--- src/rtl/elevator_pkg.sv ---
// Shared types and request-vector helpers for the N-floor elevator controller.
package elevator_pkg;

    localparam int MAX_FLOORS = 64;

    typedef enum logic [1:0] {IDLE, MOVING, DOOR} state_t;
    typedef enum logic {UP, DOWN} dir_t;

    function automatic logic any_above(input logic [MAX_FLOORS-1:0] vec, input int floor);
        logic hit;
        hit = 1'b0;
        for (int i = 0; i < MAX_FLOORS; i++) begin
            if (i > floor && vec[i]) hit = 1'b1;
        end
        return hit;
    endfunction

    function automatic logic any_below(input logic [MAX_FLOORS-1:0] vec, input int floor);
        logic hit;
        hit = 1'b0;
        for (int i = 0; i < MAX_FLOORS; i++) begin
            if (i < floor && vec[i]) hit = 1'b1;
        end
        return hit;
    endfunction

endpackage

--- src/rtl/elevator_request_table.sv ---
// Latched hall-up, hall-down and cab requests, plus queries about the floor the FSM is looking at.
module elevator_request_table
    import elevator_pkg::*;
#(
    parameter int NUM_FLOORS = 4,
    parameter int FLOOR_W    = 2
) (
    input  logic                  clk,
    input  logic                  rst,
    input  logic [NUM_FLOORS-1:0] call_up,
    input  logic [NUM_FLOORS-1:0] call_down,
    input  logic [NUM_FLOORS-1:0] select_floor,
    input  logic                  door_open,
    input  logic [FLOOR_W-1:0]    door_floor,
    input  logic [FLOOR_W-1:0]    sel_floor,
    input  logic                  stop_dir_up,
    input  logic                  clr_en,
    input  logic                  clr_dir_up,
    input  logic                  clr_both,
    output logic [NUM_FLOORS-1:0] pend_up,
    output logic [NUM_FLOORS-1:0] pend_down,
    output logic [NUM_FLOORS-1:0] pend_cab,
    output logic                  req_above,
    output logic                  req_below,
    output logic                  req_here,
    output logic                  req_stop,
    output logic                  call_at_door
);

    localparam logic [NUM_FLOORS-1:0] ONE     = {{(NUM_FLOORS-1){1'b0}}, 1'b1};
    localparam logic [NUM_FLOORS-1:0] UP_MASK = ~(ONE << (NUM_FLOORS-1));
    localparam logic [NUM_FLOORS-1:0] DN_MASK = ~ONE;

    logic [NUM_FLOORS-1:0] pend_up_q, pend_down_q, pend_cab_q;
    logic [NUM_FLOORS-1:0] door_oh, sel_oh, blk, req_all;
    logic [NUM_FLOORS-1:0] set_up, set_dn, set_cab, clr_up, clr_dn, clr_cab;

    assign door_oh = ONE << door_floor;
    assign sel_oh  = ONE << sel_floor;

    // A press at the open-door floor is absorbed by the dwell timer instead of being latched.
    assign blk     = door_open ? door_oh : '0;
    assign set_up  = call_up & UP_MASK & ~blk;
    assign set_dn  = call_down & DN_MASK & ~blk;
    assign set_cab = select_floor & ~blk;
    assign call_at_door = door_open &&
        |(((call_up & UP_MASK) | (call_down & DN_MASK) | select_floor) & door_oh);

    assign clr_cab = clr_en ? sel_oh : '0;
    assign clr_up  = (clr_en && (clr_dir_up || clr_both)) ? sel_oh : '0;
    assign clr_dn  = (clr_en && (!clr_dir_up || clr_both)) ? sel_oh : '0;

    always_ff @(posedge clk) begin
        if (rst) begin
            pend_up_q   <= '0;
            pend_down_q <= '0;
            pend_cab_q  <= '0;
        end else begin
            pend_up_q   <= (pend_up_q | set_up) & ~clr_up;
            pend_down_q <= (pend_down_q | set_dn) & ~clr_dn;
            pend_cab_q  <= (pend_cab_q | set_cab) & ~clr_cab;
        end
    end

    assign pend_up   = pend_up_q;
    assign pend_down = pend_down_q;
    assign pend_cab  = pend_cab_q;

    assign req_all   = pend_up_q | pend_down_q | pend_cab_q;
    assign req_above = any_above(MAX_FLOORS'(req_all), int'(sel_floor));
    assign req_below = any_below(MAX_FLOORS'(req_all), int'(sel_floor));
    assign req_here  = |(req_all & sel_oh);
    assign req_stop  = |(pend_cab_q & sel_oh) |
                       (stop_dir_up ? |(pend_up_q & sel_oh) : |(pend_down_q & sel_oh));

endmodule

--- src/rtl/elevator_controller_nfloor.sv ---
// N-floor SCAN elevator: FSM, travel counter, door dwell counter and direction register.
module elevator_controller_nfloor
    import elevator_pkg::*;
#(
    parameter int NUM_FLOORS    = 4,
    parameter int FLOOR_W       = $clog2(NUM_FLOORS),
    parameter int TRAVEL_CYCLES = 8,
    parameter int DOOR_CYCLES   = 5
) (
    input  logic                  clk,
    input  logic                  rst,
    input  logic [NUM_FLOORS-1:0] call_up,
    input  logic [NUM_FLOORS-1:0] call_down,
    input  logic [NUM_FLOORS-1:0] select_floor,
    input  logic                  door_hold,
    output logic [FLOOR_W-1:0]    current_floor,
    output logic                  door_open,
    output logic                  moving_up,
    output logic                  moving_down,
    output logic [NUM_FLOORS-1:0] pend_up,
    output logic [NUM_FLOORS-1:0] pend_down,
    output logic [NUM_FLOORS-1:0] pend_cab,
    output logic [1:0]            dbg_state_o
);

    localparam int TW = $clog2(TRAVEL_CYCLES);
    localparam int DW = $clog2(DOOR_CYCLES);
    localparam logic [FLOOR_W-1:0] TOP_FLOOR   = FLOOR_W'(NUM_FLOORS-1);
    localparam logic [TW-1:0]      TRAVEL_LAST = TW'(TRAVEL_CYCLES-1);
    localparam logic [DW-1:0]      DOOR_LAST   = DW'(DOOR_CYCLES-1);

    state_t               state_q, state_d;
    dir_t                 dir_q, dir_d;
    logic [FLOOR_W-1:0]   floor_q, floor_d, next_floor, sel_floor;
    logic [TW-1:0]        travel_q, travel_d;
    logic [DW-1:0]        dwell_q, dwell_d;
    logic                 door_open_q, moving_up_q, moving_down_q;
    logic                 arrive, ahead, behind, clr_en, clr_both;
    logic                 req_above, req_below, req_here, req_stop, call_at_door;

    assign arrive = (state_q == MOVING) && (travel_q == TRAVEL_LAST);

    always_comb begin
        next_floor = floor_q;
        if (dir_q == UP && floor_q != TOP_FLOOR) next_floor = floor_q + FLOOR_W'(1);
        if (dir_q == DOWN && floor_q != '0)      next_floor = floor_q - FLOOR_W'(1);
    end

    // The table is queried at the floor being arrived at, otherwise at the current floor.
    assign sel_floor = arrive ? next_floor : floor_q;
    assign ahead     = (dir_q == UP) ? req_above : req_below;
    assign behind    = (dir_q == UP) ? req_below : req_above;

    always_comb begin
        state_d  = state_q;
        dir_d    = dir_q;
        floor_d  = floor_q;
        travel_d = travel_q;
        dwell_d  = dwell_q;
        case (state_q)
            IDLE: begin
                if (req_here) begin
                    state_d = DOOR;
                    dwell_d = DOOR_LAST;
                end else if (req_above && (dir_q == UP || !req_below)) begin
                    state_d  = MOVING;
                    dir_d    = UP;
                    travel_d = '0;
                end else if (req_below) begin
                    state_d  = MOVING;
                    dir_d    = DOWN;
                    travel_d = '0;
                end
            end
            MOVING: begin
                if (arrive) begin
                    floor_d  = next_floor;
                    travel_d = '0;
                    if (req_stop || !ahead) begin
                        state_d = DOOR;
                        dwell_d = DOOR_LAST;
                    end
                end else begin
                    travel_d = travel_q + TW'(1);
                end
            end
            DOOR: begin
                if (door_hold || call_at_door) begin
                    dwell_d = DOOR_LAST;
                end else if (dwell_q != '0) begin
                    dwell_d = dwell_q - DW'(1);
                end else if (ahead) begin
                    state_d  = MOVING;
                    travel_d = '0;
                end else if (behind) begin
                    state_d  = MOVING;
                    dir_d    = (dir_q == UP) ? DOWN : UP;
                    travel_d = '0;
                end else begin
                    state_d = IDLE;
                end
            end
            default: state_d = IDLE;
        endcase
        if (floor_d == TOP_FLOOR) dir_d = DOWN;
        if (floor_d == '0)        dir_d = UP;
    end

    // Door entry clears the served requests; with nothing beyond, both hall lamps go out.
    assign clr_en   = (state_d == DOOR) && (state_q != DOOR);
    assign clr_both = !((dir_d == UP) ? req_above : req_below);

    elevator_request_table #(
        .NUM_FLOORS (NUM_FLOORS),
        .FLOOR_W    (FLOOR_W)
    ) u_table (
        .clk          (clk),
        .rst          (rst),
        .call_up      (call_up),
        .call_down    (call_down),
        .select_floor (select_floor),
        .door_open    (door_open_q),
        .door_floor   (floor_q),
        .sel_floor    (sel_floor),
        .stop_dir_up  (dir_q == UP),
        .clr_en       (clr_en),
        .clr_dir_up   (dir_d == UP),
        .clr_both     (clr_both),
        .pend_up      (pend_up),
        .pend_down    (pend_down),
        .pend_cab     (pend_cab),
        .req_above    (req_above),
        .req_below    (req_below),
        .req_here     (req_here),
        .req_stop     (req_stop),
        .call_at_door (call_at_door)
    );

    always_ff @(posedge clk) begin
        if (rst) begin
            state_q       <= IDLE;
            dir_q         <= UP;
            floor_q       <= '0;
            travel_q      <= '0;
            dwell_q       <= '0;
            door_open_q   <= 1'b0;
            moving_up_q   <= 1'b0;
            moving_down_q <= 1'b0;
        end else begin
            state_q       <= state_d;
            dir_q         <= dir_d;
            floor_q       <= floor_d;
            travel_q      <= travel_d;
            dwell_q       <= dwell_d;
            door_open_q   <= (state_d == DOOR);
            moving_up_q   <= (state_d == MOVING) && (dir_d == UP);
            moving_down_q <= (state_d == MOVING) && (dir_d == DOWN);
        end
    end

    assign current_floor = floor_q;
    assign door_open     = door_open_q;
    assign moving_up     = moving_up_q;
    assign moving_down   = moving_down_q;
    assign dbg_state_o   = state_q;

endmodule
--- config.mk ---
export PLATFORM = sky130hd
export DESIGN_NAME = elevator_controller_nfloor
export DESIGN_NICKNAME = d
export VERILOG_FILES = /design/src/rtl/elevator_pkg.sv /design/src/rtl/elevator_request_table.sv /design/src/rtl/elevator_controller_nfloor.sv
export SDC_FILE = /design/constraint.sdc
export NUM_CORES = 1
export LEC_CHECK = 0
export CORE_AREA = 2 2 79 81
export CTS_BUF_LIST = sky130_fd_sc_hd__clkbuf_8
export DETAILED_ROUTE_END_ITERATION = 10
export DIE_AREA = 0 0 81 83
export DONT_BUFFER_PORTS = 1
export SLEW_MARGIN = 20
export SYNTH_ARGS = -nofsm -noshare
export SYNTH_HDL_FRONTEND = slang
export SYNTH_SLANG_ARGS = --single-unit
export TNS_END_PERCENT = 100
--- constraint.sdc ---
create_clock -name clk -period 7.5 [get_ports clk]
set_input_delay 1.125 -clock clk [delete_from_list [all_inputs] [get_ports clk]]
set_output_delay 1.125 -clock clk [all_outputs]
set_load 0.005 [all_outputs]
==> impl_metrics.py <==
metrics = {
    "clock_network": {
        "cts_setup_buffers": 0,
        "clk_pin_slew_ns": 0.09,
        "cts_sinks": 26,
        "clock_latency_ns": 0.27,
        "postCtsHoldBufs": 0,
        "clockBufferDepth": 2,
        "cts_tree": "built",
        "h-tree-depth": 1,
        "cts_resized": 0,
        "numCtsBuffers": 3,
        "root_buffer": "clkbuf_8",
    },
    "synth": {
        "synth_edf_count": 0,
        "ys_seq_elements": 26,
        "yosys.area.top_type_share_pct": 25.77,
        "synth_common_cells": "dfxtp_1 (26), nand2_1 (19), a21oi_1 (18), nor2_1 (15), ha_1 (12)",
        "async_flop_share_pct": 0,
        "seq_area_frac_synth_pct": 25.77,
        "synth_cells": 239,
        "netlist_area_sq_um": 2019,
        "synth_most_common_cell": "dfxtp_1",
        "ys_top_cells_by_area": "dfxtp_1 (26%), ha_1 (7.4%), a21oi_1 (4.5%), nand2_1 (3.5%), nor2_1 (2.8%)",
        "yosysTopAreaCell": "dfxtp_1",
        "synth_ff_type": "dfxtp_1",
        "ys_types": 67,
        "synth_warnings": 0,
        "syn-mean-instance-area_sq_um": 8.450,
        "syn-num-nets": 266,
    },
    "power": {
        "ir_drop_uv": 139.6,
        "p_sw_w": 0.0002233,
        "p_seq_share_pct": 35.3,
        "power_frac_comb_pct": 43.0,
        "p_clk_share_pct": 21.7,
        "power_density_nw_per_um2": 257.6,
        "p_int_w": 0.0003185,
        "p_sw_share_pct": 41.21,
        "p_leak_nw": 0.7310,
    },
    "routing": {
        "vias": 1806,
        "drt_iter0_drc": 176,
        "wl_met3_um": 318,
        "drc": 0,
        "drt-total-wl_mm": 5.492,
        "wl_met1_mm": 2.578,
        "dr.pass1.iters": 4,
        "routedWlPerCell_um": 17.77,
        "via_per_inst": 5.845,
        "dr_wl_met2_mm": 2.480,
        "antenna_left": 0,
        "highest_layer": "met4",
    },
    "finish": {
        "diodes": 0,
        "drive_gt1_share_pct": 15.38,
        "nFillCells": 633,
        "instances_no_fill": 309,
        "final_area_sq_um": 2103,
        "area_growth_syn_to_layout_pct": 4.151,
        "fin_nets": 262,
    },
    "worst_setup_path": {
        "critPathMaxFanout": 19,
        "slowest_stage": "dfxtp_1",
        "max_stage_delay_ns": 0.76,
        "cp-start-kind": "flop",
        "required_ns": 7.68,
        "crit_start": "current_floor[0]$_SDFF_PP0_",
        "reg2reg_from": "current_floor[0]$_SDFF_PP0_",
        "reg2reg_setup_slack_ns": 3.56,
        "arrival_ns": 4.12,
        "crit_path_end_kind": "flop",
        "r2r-end": "u_table.pend_cab[1]$_SDFF_PP0_",
        "worst-path-buf-inv": 1,
        "path_cells": "inv_1 > ha_1 > nor3b_1 > o21ai_1 > nand2_1 > o22a_2 > nor4_2 > nor3_1 > o21a_2 > a311oi_1",
        "r2r_cells": 10,
        "criticalPathCategory": "reg -> reg",
        "crit_family": "compound AO/OA/AOI/OAI gates",
    },
    "sta": {
        "finalSetupTns_ns": 0,
        "skew_ns": 0.004953,
        "slew_violations": 0,
        "worstMarginPinSlew_ns": 0.7436,
        "rsz0062_at_grt": "false",
        "hold_viol": 0,
        "relSlewSlack_pct": 49.97,
        "setup_ws_ns": 3.565,
        "finalCritPeriodShare_pct": 52.47,
        "clock.fmax_ghz": 0.2541,
        "fin_crit_ns": 3.935,
        "setup_viol": 0,
    },
    "grt": {
        "grt.total_usage_pct": 16.70,
        "overflow": 0,
        "antenna_found_initial": 0,
        "grt_start_max_net_pins": 26,
        "grt_pass1_vias": 1698,
        "grt_pass1_wl_mm": 8.845,
    },
    "run": {
        "maxCapViolCount": 0,
    },
    "floorplanning": {
        "coreArea_sq_um": 5816,
        "design.die.area_sq_um": 6723,
        "initial_core_util_pct": 34.72,
        "num_rows": 28,
        "die_x_um": 81,
        "ios": 34,
        "die_height_um": 83,
    },
    "worst_hold_path": {
        "hold_start": "travel_q[1]$_SDFFE_PP0P_",
        "min_path_cells": 2,
        "holdPathEnd": "travel_q[1]$_SDFFE_PP0P_",
        "min_path_type": "reg -> reg",
    },
    "placement": {
        "place_ws_ns": 3.644,
        "port_buffers": 0,
        "dp_hpwl_mm": 4.171,
        "gp_congestion": 0.8809,
        "post-place-cells": 305,
        "post_dp_cell_area_sq_um": 2032,
    },
    "run_status": {
        "status": "complete, no violations",
    },
}
[power by group through the flow]
stage,combinational [W],sequential (W),clock (W)
global route,0.000258,0.000196,0.000127
finish,0.000233,0.000191,0.000118
floorplan,0.000200,0.000183,0
CTS,0.000230,0.000192,0.000122
global placement,0.000227,0.000195,0
detailed placement,0.000229,0.000195,0
[cell families (layout without fill, tap and decap cells)]
logic type	after synthesis	count (layout)	share of synthesized area, %
flops	26	26	25.77
buf+inv	17	12	5.514
simple gates	95	95	27.63
mux	3	3	2.354
compound gates	86	86	31.29
fa+ha+maj	12	12	7.435
[routing by layer]
metal	vias up	GRT usage, %
met5	-	0
met4	0	6.780
met3	8	2.935
met2	49	24.64
met1	836	23.73
li1	913	-
[per-stage QoR]
stage,hold slack [ns],power [W],utilization (%)
after floorplan,0.4355,0.0003837,-
after global placement,0.4401,0.0004217,34.94
after detailed placement,0.4550,0.0004239,34.94
after CTS,0.4686,0.0005438,36.17
after global routing,0.4817,0.0005798,36.17
final,0.4601,0.0005418,36.17
[worst min-delay path: cells and delay by family, from the launching register on]
kind / cells / cell delay, ns
flip-flops: 1 / 0.33
AO/OA/AOI/OAI: 1 / 0.05
AND/OR/NAND/NOR: 1 / 0.05
[flip-flops by register name (all words and copies together), names as in the netlist]
name               count
u_table.pend_down      4
moving_up              1
dbg_state_o            2
u_table.pend_cab       4
dwell_q                3
door_open              1
dir_q                  1
moving_down            1
current_floor          2
travel_q               3
u_table.pend_up        4
[worst max path at each step]
stage | to | slack [ns] | cells after the start
2_1_floorplan | u_table.pend_up[1]$_SDFF_PP0_ | 4.39 | 10
3_3_place_gp | u_table.pend_cab[1]$_SDFF_PP0_ | 3.68 | 10
3_5_place_dp | u_table.pend_cab[1]$_SDFF_PP0_ | 3.64 | 10
4_1_cts | u_table.pend_cab[1]$_SDFF_PP0_ | 3.60 | 10
5_1_grt | u_table.pend_cab[1]$_SDFF_PP0_ | 3.19 | 10
6_report | u_table.pend_cab[1]$_SDFF_PP0_ | 3.56 | 10
[layout make-up]
| type | count | area, sq um | share of cell area, % |
|---|---|---|---|
| clock buffer | 3 | 41.29 | 1.963 |
| clock inverter | 1 | 30.03 | 1.428 |
| inverter | 8 | 30.03 | 1.428 |
| multi-input combinational | 196 | 1388 | 65.97 |
| sequential | 26 | 520.5 | 24.75 |
| tap | 75 | 93.84 | 4.462 |
[placed cells by master, fill, tap and decap left out, drive strengths merged, types with 2 or more instances in the layout]
master / instances
o31a: 2
nor3: 13
a21o: 3
nand2b: 6
nor4: 5
a31oi: 7
o21a: 2
and3: 5
nand3b: 2
mux2i: 2
and2: 2
ha: 12
clkbuf: 3
o31ai: 4
or3: 3
a41oi: 4
a21oi: 20
a211oi: 8
nor2: 17
nor3b: 3
nand2: 20
o221ai: 3
inv: 8
or2: 6
a22oi: 3
nand3: 8
a311oi: 5
dfxtp: 26
o21ai: 12
No activity file was read; power rests on OpenSTA's default activity.
